$ cat src/rtl/seg7_pkg.sv
// Shared constants for the 7-segment display blocks.
// All patterns are active-low: bit7 = dp (off), bits 6..0 = g,f,e,d,c,b,a.
package seg7_pkg;

  localparam logic [7:0] SEG_OFF   = 8'hFF;
  localparam logic [3:0] SEL_OFF   = 4'hF;
  localparam logic [6:0] SEG_BLANK = 7'h7F;

  localparam logic [7:0] SEG_TABLE [16] = '{
    8'hC0, 8'hF9, 8'hA4, 8'hB0, 8'h99, 8'h92, 8'h82, 8'hF8,
    8'h80, 8'h90, 8'h88, 8'h83, 8'hC6, 8'hA1, 8'h86, 8'h8E
  };

endpackage

$ cat src/rtl/seg7_decode.sv
// Combinational hex digit to active-low 7-segment pattern (g..a, no dp).
module seg7_decode
  import seg7_pkg::*;
(
  input  logic [3:0] code,
  output logic [6:0] seg_n
);

  always_comb begin
    seg_n = SEG_TABLE[code][6:0];
  end

endmodule

$ cat src/rtl/seg7_scan_4dig.sv
// Four-digit multiplexed common-anode display driver with per-slot blanking
// guard, leading-zero suppression and a once-per-frame input snapshot.
module seg7_scan_4dig
  import seg7_pkg::*;
#(
  parameter int DIV_BITS = 16,
  parameter int GUARD    = 64,
  parameter int BLANK_LZ = 1
) (
  input  logic       clk,
  input  logic       rst,
  input  logic [3:0] dig0,
  input  logic [3:0] dig1,
  input  logic [3:0] dig2,
  input  logic [3:0] dig3,
  input  logic [3:0] dp_in,
  output logic [3:0] sel,
  output logic [7:0] seg,
  output logic       frame_start
);

  localparam logic [DIV_BITS-1:0] GUARD_P = DIV_BITS'(GUARD);

  logic [DIV_BITS-1:0] p_q, p_d;
  logic [1:0]          idx_q, idx_d;
  logic [3:0][3:0]     snap_q, snap_d;
  logic [3:0]          dp_snap_q, dp_snap_d;
  logic [3:0]          sel_q, sel_d;
  logic [7:0]          seg_q, seg_d;
  logic                frame_start_q, frame_start_d;

  logic       p_max;
  logic       snap_en;
  logic       in_guard;
  logic [3:0] blank_vec;
  logic [6:0] dec_seg;

  // A zero guard would make the compare constant-false, so drop it entirely.
  generate
    if (GUARD == 0) begin : g_no_guard
      assign in_guard = 1'b0;
    end else begin : g_guard
      assign in_guard = (p_q < GUARD_P);
    end
  endgenerate

  seg7_decode u_decode (
    .code  (snap_q[idx_q]),
    .seg_n (dec_seg)
  );

  always_comb begin
    p_max   = &p_q;
    snap_en = p_max && (idx_q == 2'd3);

    p_d           = p_q + 1'b1;
    idx_d         = p_max ? idx_q + 2'd1 : idx_q;
    snap_d        = snap_en ? {dig3, dig2, dig1, dig0} : snap_q;
    dp_snap_d     = snap_en ? dp_in : dp_snap_q;
    frame_start_d = snap_en;

    blank_vec[0] = 1'b0;
    blank_vec[3] = (BLANK_LZ != 0) && (snap_q[3] == 4'd0);
    blank_vec[2] = blank_vec[3] && (snap_q[2] == 4'd0);
    blank_vec[1] = blank_vec[2] && (snap_q[1] == 4'd0);

    if (in_guard) begin
      sel_d = SEL_OFF;
      seg_d = SEG_OFF;
    end else begin
      sel_d = ~(4'b0001 << idx_q);
      seg_d = {~dp_snap_q[idx_q], blank_vec[idx_q] ? SEG_BLANK : dec_seg};
    end
  end

  always_ff @(posedge clk) begin
    if (rst) begin
      p_q           <= '0;
      idx_q         <= 2'd0;
      snap_q        <= '0;
      dp_snap_q     <= 4'd0;
      sel_q         <= SEL_OFF;
      seg_q         <= SEG_OFF;
      frame_start_q <= 1'b0;
    end else begin
      p_q           <= p_d;
      idx_q         <= idx_d;
      snap_q        <= snap_d;
      dp_snap_q     <= dp_snap_d;
      sel_q         <= sel_d;
      seg_q         <= seg_d;
      frame_start_q <= frame_start_d;
    end
  end

  assign sel         = sel_q;
  assign seg         = seg_q;
  assign frame_start = frame_start_q;

endmodule

$ cat config.mk
export PLATFORM = sky130hd
export DESIGN_NAME = seg7_scan_4dig
export DESIGN_NICKNAME = d
export VERILOG_FILES = /design/src/rtl/seg7_pkg.sv /design/src/rtl/seg7_decode.sv /design/src/rtl/seg7_scan_4dig.sv
export SDC_FILE = /design/constraint.sdc
export NUM_CORES = 1
export LEC_CHECK = 0
export ABC_AREA = 1
export CAP_MARGIN = 20
export CORE_UTILIZATION = 58
export CTS_CLUSTER_DIAMETER = 100
export DETAILED_ROUTE_END_ITERATION = 10
export PLACE_DENSITY = 0.85
export SETUP_SLACK_MARGIN = 0.3
export SLEW_MARGIN = 20
export SYNTH_ARGS = -nofsm -noshare
export SYNTH_HDL_FRONTEND = slang
export SYNTH_HIERARCHICAL = 1
export SYNTH_SLANG_ARGS = --single-unit
$ cat constraint.sdc
create_clock -name clk -period 4.9 [get_ports clk]
set_input_delay 0.735 -clock clk [delete_from_list [all_inputs] [get_ports clk]]
set_output_delay 0.735 -clock clk [all_outputs]
set_load 0.005 [all_outputs]
# Word level (Yosys, flattened, before mapping)
# Memories as Yosys holds them, arrays and structs flattened. A register that Yosys moved wholly into a read port is not among the register bits.
# Cells that the tools add are included.
[word_totals]
latchBits = 0
wordCells = 35
rom_bits = 128
inputBits = 22
memories = 1
ramBits = 0
output_inout_bits = 13
ff_bits = 44
[memory_table]
columns = ["memory", "words", "width", "rd", "rd_ports_with_merged_regs", "wr", "line_no", "source"]
rows = [
  ["(name not given)", 16, 8, 1, 1, 0, "seg7_decode.sv:10", "seg_n = SEG_TABLE[code][6:0];"],
]
[op_classes]
n_div = 0
shifts = 1
n_bitwise = 3
add_sub_neg = 2
eq_ne = 1
n_reduce_logical = 9
muxes = 6
multipliers = 0
magnitude_cmp = 2
[op_table]
columns = ["op", "count"]
rows = [
  ["16-bit by 1-bit adder with 16-bit output (second input constant)", 1],
  ["16-bit by 7-bit less-than comparator with 1-bit output (second input constant)", 1],
  ["16-bit AND reduction", 1],
  ["4-bit zero test", 3],
  ["4-bit binary-select mux with 2-bit select", 1],
  ["4-bit NOT with 5-bit output", 1],
  ["1-bit binary-select mux with 2-bit select", 2],
  ["4-bit two-way mux", 1],
  ["4-bit NOT", 1],
  ["1-bit by 2-bit left shift with 4-bit output (first input constant)", 1],
  ["1-bit logical AND", 3],
  ["2-bit by 3-bit less-than comparator with 1-bit output (second input constant)", 1],
  ["3-bit OR reduction", 1],
  ["2-bit by 1-bit adder with 2-bit output (second input constant)", 1],
  ["2-bit == test (second input constant)", 1],
  ["1-bit two-way mux", 2],
  ["2-bit OR reduction", 1],
  ["1-bit NOT", 1],
]

# Longest topological paths before layout
[logic_depth]
depth_word = 6
ltp_mapped = 12
mapped_depth_nobuf = 11

# Hierarchy
# Netlist, hierarchy kept.
[by_module_without_submodules]
columns = ["mod", "cells_each", "area_each_um2", "instances", "seq_area_each_um2"]
rows = [
  ["seg7_scan_4dig", 291, 2219.6, 1, 1021.0],
  ["seg7_decode", 49, 274.0, 1, 0.0],
]

# Worst setup path after synthesis
# Ideal clock, no wire load.
[synth_path]
path_type = "register to register"
start = "register idx_q[0]"
end = "register seg_q[3], in the netlist seg[3]"
arrival_time_ns = 2.054
path_slack_ns = 2.723
n_path_buf = 1
setup_time_ns = 0.123
required_time_ns = 4.777
period_less_slack_ns = 2.177
path_stages_with_launch = 11
path_cell_list = "dfxtp_1 -> inv_2 -> clkbuf_1 -> o21ai_0 -> o21ai_0 -> inv_1 -> ha_1 -> nand2_1 -> nand3_1 -> nand2_1 -> nand3b_1"
[synth_via]
elab_chain_cells = 3
word_cells_on_any_way = 6
cone_classes = "mux (4); bitwise (1); reduce/logical (1)"
[synth_lines]
columns = ["item", "line_no", "source"]
rows = [
  ["from (decl)", "seg7_scan_4dig.sv:25", "logic [1:0] idx_q, idx_d;"],
  ["from (signal assigned)", "seg7_scan_4dig.sv:87", "idx_q <= idx_d;"],
  ["1-bit binary-select mux with 2-bit select / 4-bit binary-select mux with 2-bit select (equally long branches)", "seg7_scan_4dig.sv:72, seg7_scan_4dig.sv:48", ""],
  ["1-bit two-way mux (not written as such) / 4-bit two-way mux (equally long branches)", "seg7_scan_4dig.sv:72, seg7_scan_4dig.sv:48", ""],
  ["3-bit OR reduction (no source line) / 4-bit NOT with 5-bit output (equally long branches)", "-", ""],
  ["to (decl)", "seg7_scan_4dig.sv:29", "logic [7:0] seg_q, seg_d;"],
]
# Several ways; a longest one is shown, not always the timed one. The select of a mux whose other input is x is not followed.
# A chain may end at the register's enable or synchronous reset.

# Worst setup path after layout
[layout_path]
start = "register idx_q[0]"
end = "register snap_q[1] (netlist name)"
[layout_via]
elab_chain_cells = 2
[layout_lines]
columns = ["item", "line_no", "source"]
rows = [
  ["2-bit == test", "seg7_scan_4dig.sv:54", "snap_en = p_max && (idx_q == 2'd3);"],
  ["1-bit logical AND", "seg7_scan_4dig.sv:54", ""],
  ["to (signal assigned)", "seg7_scan_4dig.sv:88", "snap_q <= snap_d;"],
  ["to (decl)", "seg7_scan_4dig.sv:26", "logic [3:0][3:0] snap_q, snap_d;"],
]
# No other way between the ends.

==> metrics.yaml <==
critical_path_class: "reg2reg"
cts_max_level: 2
routed_via_density: 5.339
cts.sinks: 51
syn_nets: 374
final_nets: 401
yosysWarnings: 6
grt_pass1_wl_um: 8901
cts_hold_buf: 0
antenna_left: 0
fin_skew_ps: 8.829
max-clock-path-buffers: 2
grt_pass1_vias: 2096
crit_required_ps: 5080
synthMuxAreaShare: 0
drv_slew: 0
fmax_mhz: 417.8
dp_hpwl_um: 3581
cts_setup_buffers: 0
placed_cells: 410
drtIter0Drc: 194
fin_hold_ws_ps: 451.4
start_util: 0.6146
gp_congestion: 0.8652
final_area_um2: 2888
finalCritPeriodShare: 0.4885
synth_top_family_by_area: "simple AND/OR/NAND/NOR gates"
ctsResizeCount: 0
power_density_nw_per_um2: 232.7
core-area_um2: 4058
area_growth_syn_to_layout_pct: 15.81
clk_pin_slew_worst_paths_ps: 80
cts_root_buf: "clkbuf_8"
portBuffers: 34
synth_fa_ha_area_frac: 0.06021
r2r_setup_slack_ps: 2510
instances_no_fill: 416
period_needed_ps: 2394
grt_usage: 0.2585
syn_inst: 340
overflow: 0
cts-buffers-inserted: 5
grt_max_degree: 34
critPathArrivalTime_ps: 2570
die_x_um: 67.57
ir_drop_v: 0.0001839
worst_pin_slew_ps: 923.3
synth_seq_area_share: 0.4094
path_max_fanout: 23
setup_viol: 0
hold_path_class: "reg2reg"
synth_compound_area_frac: 0.1229
cellLeakagePower_nw: 1.123
cap_violations: 0
placed_cell_area_um2: 2815
synth_area_um2: 2494
rsz0062_at_grt: "false"
wirelength_um: 4992
drive_above_1_share: 0.06011
diodes: 0
chipHeight_um: 67.57
yosysTopAreaCellShare: 0.4094
relSlewSlack: 0.3780
cts_tree: "done"
routedWlPerCell_um: 12.00
antenna_found_initial: 0
std_cell_rows: 23
drc: 0
ys_top_cells_by_area: "dfxtp_1, nand2_1, nand3_1"
synthSimpleGateAreaFrac: 0.3171
totalPowerFinal_mw: 0.6719
outcome: "completed"
setup-tns-final_ps: 0
drtPass1Iterations: 4
clk_latency_ps: 310
ys_ff_latch: 51
synth_area_leader_cell: "dfxtp_1"
synth-xor-area-share: 0.003512
syn_area_per_cell_um2: 7.334
num_io_pins: 35
hold_viol: 0
cp-end-kind: "flop"
via_count: 2221
dieArea_um2: 4566
synth_cell_types: 33
crit_path_start_kind: "flop"
-- Yosys cell counts --
cell / count
or2_2: 1
o21ai_1: 2
clkbuf_1: 6
nand3b_1: 7
buf_6: 3
nor3_1: 7
xor2_1: 1
nand2_1: 72
nor2_4: 3
o211ai_1: 1
ha_1: 12
a21oi_2: 1
a21oi_1: 32
buf_4: 1
nor2_2: 1
o21ai_0: 18
o21bai_1: 1
o21a_1: 1
nand3_1: 36
buf_2: 5
o21ai_2: 1
dfxtp_1: 51
nand3_2: 2
inv_1: 31
inv_2: 3
nor2_1: 30
nand2_4: 2
nor3b_1: 1
o22ai_1: 1
nand4_1: 3
nor4_1: 1
nand2_2: 2
or2_1: 1
-- cell type report --
cell class              count  area, um2
fillers                   329       1170
flip-flops and latches     51       1021
well taps                  50      62.56
inverters                  34      127.6
multi-input cells         240       1256
clock buffers               6      72.57
repair buffers             35      347.8
-- sequential cells by signal, summed over array words and instances, names as in the netlist --
signal	cells
dp_snap_q	4
frame_start	1
idx_q	2
p_q	16
seg	8
sel	4
snap_q	16
-- layout by cell type, fill, tap and decap left out, types with 2 or more instances in the layout --
cell type	count
nand3b_1	7
nor3_1	7
o21ai_0	18
nor2_4	3
clkdlybuf4s50_1	34
nand4_1	3
inv_2	3
nand3_2	2
ha_1	12
nand2_1	72
a21oi_1	32
nand2_4	2
clkbuf_8	5
dfxtp_1	51
nand3_1	36
nor2_1	30
inv_1	31
o21ai_1	2
nand2_2	2
-- power breakdown --
part,internal [mW],switching [mW],total (mW),leakage [nW]
Clock,0.0956,0.131,0.227,0.0371
Combinational,0.0174,0.0102,0.0276,0.674
Sequential,0.416,0.00148,0.418,0.412
-- worst paths after layout --
kind / cells after the start / to / startpoint
setup / recovery: 4 / snap_q[1] / idx_q[0]
hold / removal: 1 / p_q[0] / p_q[0]
setup reg to reg: 4 / snap_q[1] / idx_q[0]
hold reg to reg: 1 / p_q[0] / p_q[0]
-- routing by layer --
metal  track usage  vias up  part of all wire
met4       0.09574        0             0.016
met5             0        -                 0
met1        0.3027      999              0.45
met2        0.4579       59              0.49
li1              -     1155                 -
met3       0.05236        8             0.044
-- critical path, stage by stage (launching register included) --
cell and delay, ps:
dfxtp_1 500, ha_1 750, nand3_1 690, nand2_1 230, a21oi_1 90
-- cell families (layout without fill, tap and decap cells) --
| group | after synthesis | count (layout) |
|---|---|---|
| adders and majority gates | 12 | 12 |
| xor gates and xnor gates | 1 | 1 |
| buffers and inverters | 49 | 75 |
| and+or+nand+nor | 169 | 169 |
| AOI/OAI and AO/OA | 58 | 58 |
| DFF | 51 | 51 |
-- stage by stage --
step / setup slack, ps / util
after floorplan: 2723 / -
after CTS: 2493 / 0.7117
after global routing: 2174 / 0.7117
final: 2506 / 0.7117
after detailed placement: 2502 / 0.6938
after global placement: 2530 / 0.6938
Note: power is estimated with default switching activity, not from simulation.
